$ cat config.mk
export PLATFORM = sky130hd
export DESIGN_NAME = data_mem_responder_flat
export DESIGN_NICKNAME = d
export VERILOG_FILES = /design/src/rtl/dmem_pkg.sv /design/src/rtl/data_mem_responder_if.sv /design/src/rtl/dmem_array.sv /design/src/rtl/data_mem_responder.sv /design/src/flat_wrapper.sv
export SDC_FILE = /design/constraint.sdc
export NUM_CORES = 2
export LEC_CHECK = 0
export ABC_CLOCK_PERIOD_IN_PS = 5300
export CORE_AREA = 4 4 683 685
export DETAILED_ROUTE_END_ITERATION = 8
export DIE_AREA = 0 0 687 689
export GPL_TIMING_DRIVEN = 0
export SLEW_MARGIN = 20
export SYNTH_ARGS = -nofsm -noshare
export SYNTH_HDL_FRONTEND = slang
export SYNTH_HIERARCHICAL = 1
export SYNTH_SLANG_ARGS = --single-unit
$ cat constraint.sdc
create_clock -name clk -period 5.3 [get_ports clk]
set_input_delay 1.06 -clock clk [delete_from_list [all_inputs] [get_ports clk]]
set_output_delay 1.06 -clock clk [all_outputs]
set_load 0.01 [all_outputs]
$ cat src/rtl/dmem_pkg.sv
// ----------------------------------------------------------------------------
// dmem_pkg
// Shared definitions for the multi-cycle data-memory responder.
//   dmem_state_t  : responder FSM states
//   DMEM_LAT_MIN  : smallest legal request latency in cycles
//   DMEM_LAT_MAX  : largest legal request latency (the wait counter is 4 bits)
//   dmem_word_idx : converts a byte address to a word index of a given width
// ----------------------------------------------------------------------------
package dmem_pkg;

    typedef enum logic [1:0] {
        IDLE = 2'd0,
        BUSY = 2'd1,
        DONE = 2'd2
    } dmem_state_t;

    localparam int DMEM_LAT_MIN = 1;
    localparam int DMEM_LAT_MAX = 15;

    // Byte address to 16-bit word index. Bit 0 selects the byte within a
    // word, and bits above the array depth are dropped, so addresses alias.
    function automatic logic [15:0] dmem_word_idx(input logic [15:0] byte_addr,
                                                  input int words_log2);
        logic [15:0] mask;
        mask = (16'd1 << words_log2) - 16'd1;
        return (byte_addr >> 1) & mask;
    endfunction

endpackage

$ cat src/rtl/data_mem_responder_if.sv
// ----------------------------------------------------------------------------
// data_mem_responder_if
// Request/response bundle between the memory stage and the data memory.
//   en       : request valid (requester -> memory)
//   wr       : 1 = store, 0 = load
//   addr     : byte address, expected to be even
//   data_in  : store data
//   stall    : memory busy, request not taken (memory -> requester)
//   done     : one-cycle completion pulse
//   err      : completed request was unaligned
//   data_out : load result, held between loads
// Modports: master = requester side, slave = memory side.
// ----------------------------------------------------------------------------
interface data_mem_responder_if;

    logic        en;
    logic        wr;
    logic [15:0] addr;
    logic [15:0] data_in;
    logic        stall;
    logic        done;
    logic        err;
    logic [15:0] data_out;

    modport master (
        output en,
        output wr,
        output addr,
        output data_in,
        input  stall,
        input  done,
        input  err,
        input  data_out
    );

    modport slave (
        input  en,
        input  wr,
        input  addr,
        input  data_in,
        output stall,
        output done,
        output err,
        output data_out
    );

endinterface

$ cat src/rtl/dmem_array.sv
// ----------------------------------------------------------------------------
// dmem_array
// Single-port 16-bit word array. Writes land on the rising clock edge; reads
// are combinational so the responder can capture the word on the same edge
// it enters its completion state. Contents are deliberately not reset.
//   clk   : clock
//   we    : write enable
//   waddr : write word index
//   wdata : write data
//   raddr : read word index
//   rdata : read data (combinational)
// ----------------------------------------------------------------------------
module dmem_array #(
    parameter int ADDR_W = 8
) (
    input  logic              clk,
    input  logic              we,
    input  logic [ADDR_W-1:0] waddr,
    input  logic [15:0]       wdata,
    input  logic [ADDR_W-1:0] raddr,
    output logic [15:0]       rdata
);

    logic [15:0] mem [2**ADDR_W];

    always_ff @(posedge clk) begin
        if (we) begin
            mem[waddr] <= wdata;
        end
    end

    assign rdata = mem[raddr];

endmodule

$ cat src/rtl/data_mem_responder.sv
// ----------------------------------------------------------------------------
// data_mem_responder
// Multi-cycle data memory for the memory stage. One request is accepted at a
// time; stall stays high until the request completes LATENCY cycles later with
// a single-cycle done pulse. Stores commit and loads are captured on the edge
// that enters DONE, followed by a one-cycle bubble back in IDLE.
//   LATENCY    : cycles from acceptance edge to the edge sampling done (1..15)
//   WORDS_LOG2 : log2 of array depth in 16-bit words
//   clk        : clock
//   rst        : asynchronous active-high reset (FSM, counter, latch, data_out)
//   bus        : request/response bundle (slave side)
// ----------------------------------------------------------------------------
module data_mem_responder
    import dmem_pkg::*;
#(
    parameter int LATENCY    = 4,
    parameter int WORDS_LOG2 = 8
) (
    input  logic                 clk,
    input  logic                 rst,
    data_mem_responder_if.slave  bus
);

    if (LATENCY < DMEM_LAT_MIN || LATENCY > DMEM_LAT_MAX) begin : g_lat_check
        $error("data_mem_responder: LATENCY %0d outside %0d..%0d",
               LATENCY, DMEM_LAT_MIN, DMEM_LAT_MAX);
    end

    // BUSY holds for cnt+1 cycles, so LATENCY-2 brings the DONE cycle in at
    // acceptance + LATENCY-1.
    localparam logic [3:0] CNT_INIT = (LATENCY > 1) ? 4'(LATENCY - 2) : 4'd0;

    dmem_state_t             state_reg, state_next;
    logic [3:0]              cnt_reg, cnt_next;
    logic [WORDS_LOG2-1:0]   word_reg;
    logic                    wr_reg;
    logic [15:0]             data_reg;
    logic                    misalign_reg;
    logic [15:0]             data_out_reg;

    logic                    accept;
    logic                    enter_done;
    logic [WORDS_LOG2-1:0]   req_word;
    logic                    req_wr;
    logic [15:0]             req_data;
    logic                    req_misalign;
    logic                    array_we;
    logic [15:0]             array_rdata;

    assign accept = (state_reg == IDLE) && bus.en;

    // With LATENCY == 1 DONE is entered on the acceptance edge itself, before
    // the latch holds the request, so the live bus fields are used then.
    always_comb begin
        if (state_reg == IDLE) begin
            req_word     = WORDS_LOG2'(dmem_word_idx(bus.addr, WORDS_LOG2));
            req_wr       = bus.wr;
            req_data     = bus.data_in;
            req_misalign = bus.addr[0];
        end else begin
            req_word     = word_reg;
            req_wr       = wr_reg;
            req_data     = data_reg;
            req_misalign = misalign_reg;
        end
    end

    always_comb begin
        state_next = state_reg;
        cnt_next   = cnt_reg;
        case (state_reg)
            IDLE: begin
                if (bus.en) begin
                    if (LATENCY == 1) begin
                        state_next = DONE;
                    end else begin
                        state_next = BUSY;
                        cnt_next   = CNT_INIT;
                    end
                end
            end
            BUSY: begin
                if (cnt_reg == 4'd0) begin
                    state_next = DONE;
                end else begin
                    cnt_next = cnt_reg - 4'd1;
                end
            end
            DONE: begin
                state_next = IDLE;
            end
            default: begin
                state_next = IDLE;
                cnt_next   = 4'd0;
            end
        endcase
    end

    // DONE always exits to IDLE, so reaching DONE next means entering it now.
    assign enter_done = (state_next == DONE);
    assign array_we   = enter_done && req_wr && !req_misalign;

    always_ff @(posedge clk or posedge rst) begin
        if (rst) begin
            state_reg    <= IDLE;
            cnt_reg      <= 4'd0;
            word_reg     <= '0;
            wr_reg       <= 1'b0;
            data_reg     <= 16'h0000;
            misalign_reg <= 1'b0;
            data_out_reg <= 16'h0000;
        end else begin
            state_reg <= state_next;
            cnt_reg   <= cnt_next;
            if (accept) begin
                word_reg     <= req_word;
                wr_reg       <= bus.wr;
                data_reg     <= bus.data_in;
                misalign_reg <= bus.addr[0];
            end
            if (enter_done) begin
                if (req_misalign) begin
                    data_out_reg <= 16'h0000;
                end else if (!req_wr) begin
                    data_out_reg <= array_rdata;
                end
            end
        end
    end

    dmem_array #(
        .ADDR_W (WORDS_LOG2)
    ) u_array (
        .clk   (clk),
        .we    (array_we),
        .waddr (req_word),
        .wdata (req_data),
        .raddr (req_word),
        .rdata (array_rdata)
    );

    assign bus.stall    = (state_reg != IDLE);
    assign bus.done     = (state_reg == DONE);
    assign bus.err      = (state_reg == DONE) && misalign_reg;
    assign bus.data_out = data_out_reg;

endmodule

$ cat src/flat_wrapper.sv
// flat-port wrapper written by rule: the top's interface ports become plain ports
module data_mem_responder_flat import dmem_pkg::*;
#(
    parameter int LATENCY    = 4,
    parameter int WORDS_LOG2 = 8
)
  (clk, rst, bus_en, bus_wr, bus_addr, bus_data_in, bus_stall, bus_done, bus_err, bus_data_out);
  data_mem_responder_if bus_i ();
  input  logic clk;
  input  logic rst;
  input wire logic [$bits(bus_i.en)-1:0] bus_en;
  input wire logic [$bits(bus_i.wr)-1:0] bus_wr;
  input wire logic [$bits(bus_i.addr)-1:0] bus_addr;
  input wire logic [$bits(bus_i.data_in)-1:0] bus_data_in;
  output wire logic [$bits(bus_i.stall)-1:0] bus_stall;
  output wire logic [$bits(bus_i.done)-1:0] bus_done;
  output wire logic [$bits(bus_i.err)-1:0] bus_err;
  output wire logic [$bits(bus_i.data_out)-1:0] bus_data_out;
  assign bus_i.en = bus_en;
  assign bus_i.wr = bus_wr;
  assign bus_i.addr = bus_addr;
  assign bus_i.data_in = bus_data_in;
  assign bus_stall = bus_i.stall;
  assign bus_done = bus_i.done;
  assign bus_err = bus_i.err;
  assign bus_data_out = bus_i.data_out;
  data_mem_responder #(.LATENCY(LATENCY), .WORDS_LOG2(WORDS_LOG2)) u_core (.clk(clk), .rst(rst), .bus(bus_i));
endmodule
**Yosys cells after proc, flatten, opt, wreduce, memory -nomap -nowiden**

Memories as Yosys holds them, arrays and structs flattened.
Index checks and enable logic that the tools add are counted.
W data, S select, Z words.

- Add/sub/neg operators: 1
- $mul: 0
- Divide/modulo/power cells: 0
- $lt $le $gt $ge: 0
- Equal/unequal tests: 6
- Shift-type cells: 0
- Muxes and demuxes: 14
- Bitwise logic cells: 1
- Reductions and logical operators: 10

Operator list:

| operator | number |
|---|---|
| $mux W16 | 3 |
| $pmux W4 S3 | 1 |
| $mux W4 | 2 |
| $mux W8 | 1 |
| $ne A2 B2 Y1 const B | 3 |
| $eq A2 B2 Y1 const B | 2 |
| $logic_and A1 B1 Y1 | 4 |
| $logic_not A4 Y1 | 1 |
| $mux W1 | 4 |
| $mux W2 | 2 |
| $pmux W2 S2 | 1 |
| $sub A4 B1 Y4 const B | 1 |
| $reduce_and A3 Y1 | 1 |
| $eq A2 B1 Y1 const B | 1 |
| $logic_not A2 Y1 | 1 |
| $reduce_and A2 Y1 | 1 |
| $reduce_bool A2 Y1 | 1 |
| $logic_not A1 Y1 | 1 |
| $not A1 Y1 | 1 |

- Register bits after elaboration: 48
- Bits in latches: 0
- Bits in writable memories: 4,096
- Memory bits (read-only): 0
- Bits of input ports: 36
- Output and inout port bits: 19
- Logic and storage cells: 40
- Memories: 1

Memories:

| memory | words | bits a word | read ports | clocked after Yosys merged registers in | wr ports | line | source |
|---|---|---|---|---|---|---|---|
| u_core.u_array.mem | 256 | 16 | 1 | 0 | 1 | dmem_array.sv:24 | `logic [15:0] mem [2**ADDR_W];` |

**Depth between registers and ports, before layout**

- Depth in word-level cells: 8
- Depth in mapped cells: 18
- Mapped depth without buffers: 10

**Cells and area by module**

The synthesis kept the hierarchy.

By module, submodules not included:

| module | times used | cells an instance | area each (um^2) |
|---|---|---|---|
| dmem_array | 1 | 7,344 | 158,394.4 |
| data_mem_responder | 1 | 176 | 2,351.0 |

**Least setup slack after synthesis**

Ideal clock, no wire load.

- Path kind: flip-flop to flip-flop
- Start point: register u_core.state_reg[0]
- End point: register u_core.data_out_reg[4] (netlist: u_core/bus.data_out[4])
- Library setup time: 0.125 ns
- Arrival: 3.730 ns
- Data required time: 5.175 ns
- Setup slack: 1.445 ns
- Stages on the path, launching flop included: 15
- Period minus slack after synthesis: 3.855 ns
- Cells stage by stage: dfrtp_1 clkbuf_1 nor2_1 buf_2 mux2_2 buf_6 buf_6 buf_2 mux4_2 mux4_2 a22o_1 o32ai_2 nor4_2 and3_1 mux2_2

- Word-level cells in the longest chain between the ends: 5
- Elaborated cells between the ends (all ways): 14
- Classes of those cells: eq/ne: 3; mux: 8; reduce/logical: 2; memory: 1

RTL lines:

| element | line | source |
|---|---|---|
| start: declaration | data_mem_responder.sv:33 | `dmem_state_t state_reg, state_next;` |
| start signal: assignment | data_mem_responder.sv:113 | `state_reg <= state_next;` |
| $logic_not A2 Y1 | data_mem_responder.sv:55 | `if (state_reg == IDLE) begin` |
| $mux W8 | data_mem_responder.sv:55 |  |
| via u_core.req_word[0] | data_mem_responder.sv:43 | `logic [WORDS_LOG2-1:0] req_word;` |
| $mem_v2 Z256 W16 | - |  |
| via u_core.array_rdata[4] | data_mem_responder.sv:48 | `logic [15:0] array_rdata;` |
| $mux W16 | data_mem_responder.sv:124 | `end else if (!req_wr) begin` |
| $mux W16 | data_mem_responder.sv:122 | `if (req_misalign) begin` |
| end signal: assignment | data_mem_responder.sv:125 | `data_out_reg <= array_rdata;` |
| end: declaration | data_mem_responder.sv:39 | `logic [15:0] data_out_reg;` |

The timed path passes the listed nets, and every way through them passes these cells. The select of a mux whose other input is x is not followed.
A chain may end at the register's enable or synchronous reset.

**Worst setup path in the final report**

- Start point: register u_core.state_reg[0]
- End point: register u_core.data_out_reg[6] (netlist: u_core/bus.data_out[6])

The elaborated chain is that of the path after synthesis.

==> flow_summary.toml <==
[run_status]
run_status = "finished, violations left"
violations = "antenna rules, setup timing"

[synth]
synth_seq_cells = 4144
postSynthNetCount = 7558
mappedNetlistArea_sq_um = 161000
synth_sequential_area_ratio_pct = 77.3
synth.top_cells.by_area = "sky130_fd_sc_hd__edfxtp_1 77%, sky130_fd_sc_hd__mux4_2 11%, sky130_fd_sc_hd__mux2i_1 3.5%, sky130_fd_sc_hd__o221ai_1 1.4%, sky130_fd_sc_hd__mux2_2 1.1%"
syn_avg_cell_area_sq_um = 21.4
postSynth.topFlopCell = "sky130_fd_sc_hd__edfxtp_1"
synth.top_cell.area_share_pct = 76.5
synthesis.instances = 7520
synth_edf_count = 4096
async_flop_share_pct = 1.16
synth.distinct_cells = 58
synth_area_leader = "sky130_fd_sc_hd__edfxtp_1"
yosys_warnings = 6

[setup_path]
setup.worst_path.end_class = "register"
worst-setup-path-type = "reg -> reg"
worstPathArrival_ns = 6.33
worstReg2RegStart = "u_core/state_reg[0]"
critical_path_required_ns = 6.20
worst_setup_path_startpoint = "u_core/state_reg[0]"
cp_max_fo = 12
worst_setup_path_start_kind = "register"

[global_routing]
wire_length_of_the_first_global_routing_pass_um = 686000
largest_net_degree_at_the_start_of_global_routing = 121
grt-ovfl-total = 0
grt_util_all_layers_pct = 20.8
grt_pass1_vias = 82727
number_of_antenna_violations_at_the_first_check_in_global_routing = 26

[die]
area_of_the_die_sq_um = 473000
fp-row-count = 249
placeableCoreArea_sq_um = 460000
floorplan.die.height_um = 689
initial_core_util_pct = 35.0
ios = 55
die_width_um = 687

[clocking]
worst_setup_hold_path_clk_slew_ns = 0.06
cts_root_buffer = "sky130_fd_sc_hd__clkbuf_16"
numCtsBuffers = 411
clock_buffer_depth = 4
insertion_delay_ns = 0.99
htree_num_levels = 5
post_cts_hold_buffer_count = 0
cts.sinks = 4144
tritoncts = "built"

[sta]
timing_hold_violations_final = 0
final_period_minus_worst_setup_slack_ns = 5.43
fin_setup_tns_ns = -0.415
layout_worst_path_cycle_share_pct = 102
setup_viols_final = 11
clock_skew_ns = 0.0679
worst_slew_margin_rel_pct = 12.7
post_route_setup_slack_ns = -0.127
hold_ws_ns = 0.414
drv_slew = 0
fmax_ghz = 0.184
worst_pin_slew_ns = 1.30

[final_layout]
finalNetCount = 8288
area_overhead_vs_synth_pct = 17.4
largest_register_ffs = 4096
drive_gt1_share_pct = 29.7
number_of_filler_cells_placed_in_the_layout = 39581
finish.instance_area_sq_um = 189000

[power_and_ir_drop]
total_leakage_power_nw = 59.3
pwr_density_cell_nw_per_um2 = 642
ir_worst_vdd_mv = 0.636
p_total_w = 0.121

[placed_design]
place.port_buffers = 47
place.gp.congestion = 0.970
placed_cell_area_sq_um = 174000
dp_hpwl_um = 351000

[route]
drt-total-wl_um = 505000
detail_route.iter0.violations = 13744
routed_vias = 85823
final_antenna_violating_net_count = 1
wl_per_cell_um = 34.2
route.detailed.vias_per_inst = 5.82
firstDrtPassIters = 6
drt_drc_violations_left = 0

[flow_run]
timing.max_cap.violations = 0

[worst_hold_path]
min_path_type = "in -> async"
-- kinds of logic (layout without fill, tap and decap cells) --
family	count (synthesis)	count (layout)	share of synthesized area, %
compound gates	796	796	3.53
fa+ha+maj	2	2	0.0156
simple gates	589	589	1.69
xor+xnor	1	1	0.00545
mux	1517	1517	15.8
flops	4144	4144	77.3
buf+inv	471	1529	1.72
other cells	0	13	0
-- cell type report --
class                           instances  area [sq um]  area share, %
Tap cell                             6149          7690           4.08
Clock buffer                          477         10700           5.67
Multi-Input combinational cell       2905         35900           19.0
Timing Repair Buffer                  320          4510           2.39
Antenna cell                           13          32.5         0.0172
Sequential cell                      4144        124000           65.8
Clock inverter                        264          2530           1.34
Buffer                                458          3120           1.65
Inverter                               10          42.5         0.0225
-- Yosys cell counts (all sizes together) (3+ instances only) --
cell	n
o22ai	150
nor4	18
mux2i	566
o31ai	16
or2	5
nor2	308
dfrtp	48
a211oi	18
mux2	154
nor3	94
o21ai	40
a22oi	43
a2111oi	6
a221oi	28
o32ai	21
a22o	33
o2bb2ai	3
and3	27
edfxtp	4096
clkbuf	233
o221ai	253
a31oi	6
or3b	3
and4	3
and2	3
mux4	797
nand3	35
nand4	26
nand4b	3
nand2b	4
nor2b	12
nand2	39
buf	228
a21oi	177
inv	10
-- per-layer routing --
layer	up-vias	GRT usage, %	wire length [um]
li1	33388	-	-
met1	45960	28.3	192000
met2	5604	31.4	226000
met3	867	5.66	61300
met4	4	9.26	25700
met5	-	0	29
-- metrics by stage --
step | worst slack, ns | instances | util, %
final | -0.127 | 14740 | 41.1
after global routing | -0.000624 | 14728 | 41.1
after CTS | -0.00828 | 14729 | 41.1
after detailed placement | -2.65 | 13987 | 37.9
after global placement | -3.18 | 13716 | 36.8
after floorplan | 1.44 | 7520 | -
-- path summary, 6_finish.rpt --
path                                           endpoint  slack, ns  cells after the start
worst min-delay path                 u_core/data_reg[4]       0.41                      2
max in group asynchronous        u_core/bus.data_out[0]       4.28                      3
min in group clk                u_core/bus.data_out[12]       0.51                      1
worst max-delay path             u_core/bus.data_out[6]      -0.13                     14
worst min register to register  u_core/bus.data_out[12]       0.51                      1
worst max register to register   u_core/bus.data_out[6]      -0.13                     14
-- worst max-delay path: stages (launching register included) --
cell,delay (ns)
sky130_fd_sc_hd__dfrtp_1,0.52
sky130_fd_sc_hd__nor2_4,0.18
sky130_fd_sc_hd__buf_4,0.31
sky130_fd_sc_hd__mux2_2,0.41
sky130_fd_sc_hd__buf_2,0.51
sky130_fd_sc_hd__clkbuf_1,0.35
sky130_fd_sc_hd__buf_6,0.25
sky130_fd_sc_hd__clkbuf_4,0.41
sky130_fd_sc_hd__clkbuf_2,0.46
sky130_fd_sc_hd__nor3_1,0.11
sky130_fd_sc_hd__o21ai_0,0.56
sky130_fd_sc_hd__nand3_1,0.37
sky130_fd_sc_hd__nor4_4,0.51
sky130_fd_sc_hd__and3_1,0.23
sky130_fd_sc_hd__mux2_2,0.14
-- what timing repair did --
item / CTS / global route
pin swaps: 5 / 2
endpoints found under the hold margin: 0 / 0
buffers inserted: 2 / 0
setup endpoints to repair: 2268 / 301
resized for setup: 321 / 25
-- report_power, final --
group          leakage (nW)  internal, W  switching [W]
Combinational          15.4       0.0158         0.0340
Clock                  6.45       0.0164         0.0124
Sequential             37.4       0.0424       0.000133
Total                  59.3       0.0746         0.0465
-- cell usage in the layout, fill, tap and decap left out, types with 15 or more instances in the layout --
cell	instances
sky130_fd_sc_hd__o221ai_2	16
sky130_fd_sc_hd__buf_12	18
sky130_fd_sc_hd__nand3_1	35
sky130_fd_sc_hd__nor3_1	67
sky130_fd_sc_hd__clkinvlp_4	20
sky130_fd_sc_hd__bufinv_16	41
sky130_fd_sc_hd__nor2_4	43
sky130_fd_sc_hd__buf_6	222
sky130_fd_sc_hd__and3_1	27
sky130_fd_sc_hd__a221oi_1	15
sky130_fd_sc_hd__clkinv_2	76
sky130_fd_sc_hd__edfxtp_1	4096
sky130_fd_sc_hd__buf_8	82
sky130_fd_sc_hd__mux4_2	797
sky130_fd_sc_hd__a211oi_1	18
sky130_fd_sc_hd__o22ai_1	150
sky130_fd_sc_hd__buf_2	67
sky130_fd_sc_hd__clkbuf_1	156
sky130_fd_sc_hd__dfrtp_1	48
sky130_fd_sc_hd__o21ai_0	26
sky130_fd_sc_hd__mux2_2	138
sky130_fd_sc_hd__a22o_1	33
sky130_fd_sc_hd__nor2_1	50
sky130_fd_sc_hd__buf_16	38
sky130_fd_sc_hd__a21oi_1	163
sky130_fd_sc_hd__clkdlybuf4s50_1	47
sky130_fd_sc_hd__clkbuf_2	92
sky130_fd_sc_hd__o31ai_4	15
sky130_fd_sc_hd__o221ai_1	237
sky130_fd_sc_hd__nand2_1	39
sky130_fd_sc_hd__mux2i_1	566
sky130_fd_sc_hd__nor2_2	215
sky130_fd_sc_hd__nor3_2	16
sky130_fd_sc_hd__nand4_1	26
sky130_fd_sc_hd__clkinv_1	100
sky130_fd_sc_hd__buf_4	61
sky130_fd_sc_hd__clkbuf_4	39
sky130_fd_sc_hd__clkbuf_16	417
sky130_fd_sc_hd__a22oi_1	43
sky130_fd_sc_hd__mux2_8	16
Note: power is estimated with default switching activity, not from simulation.
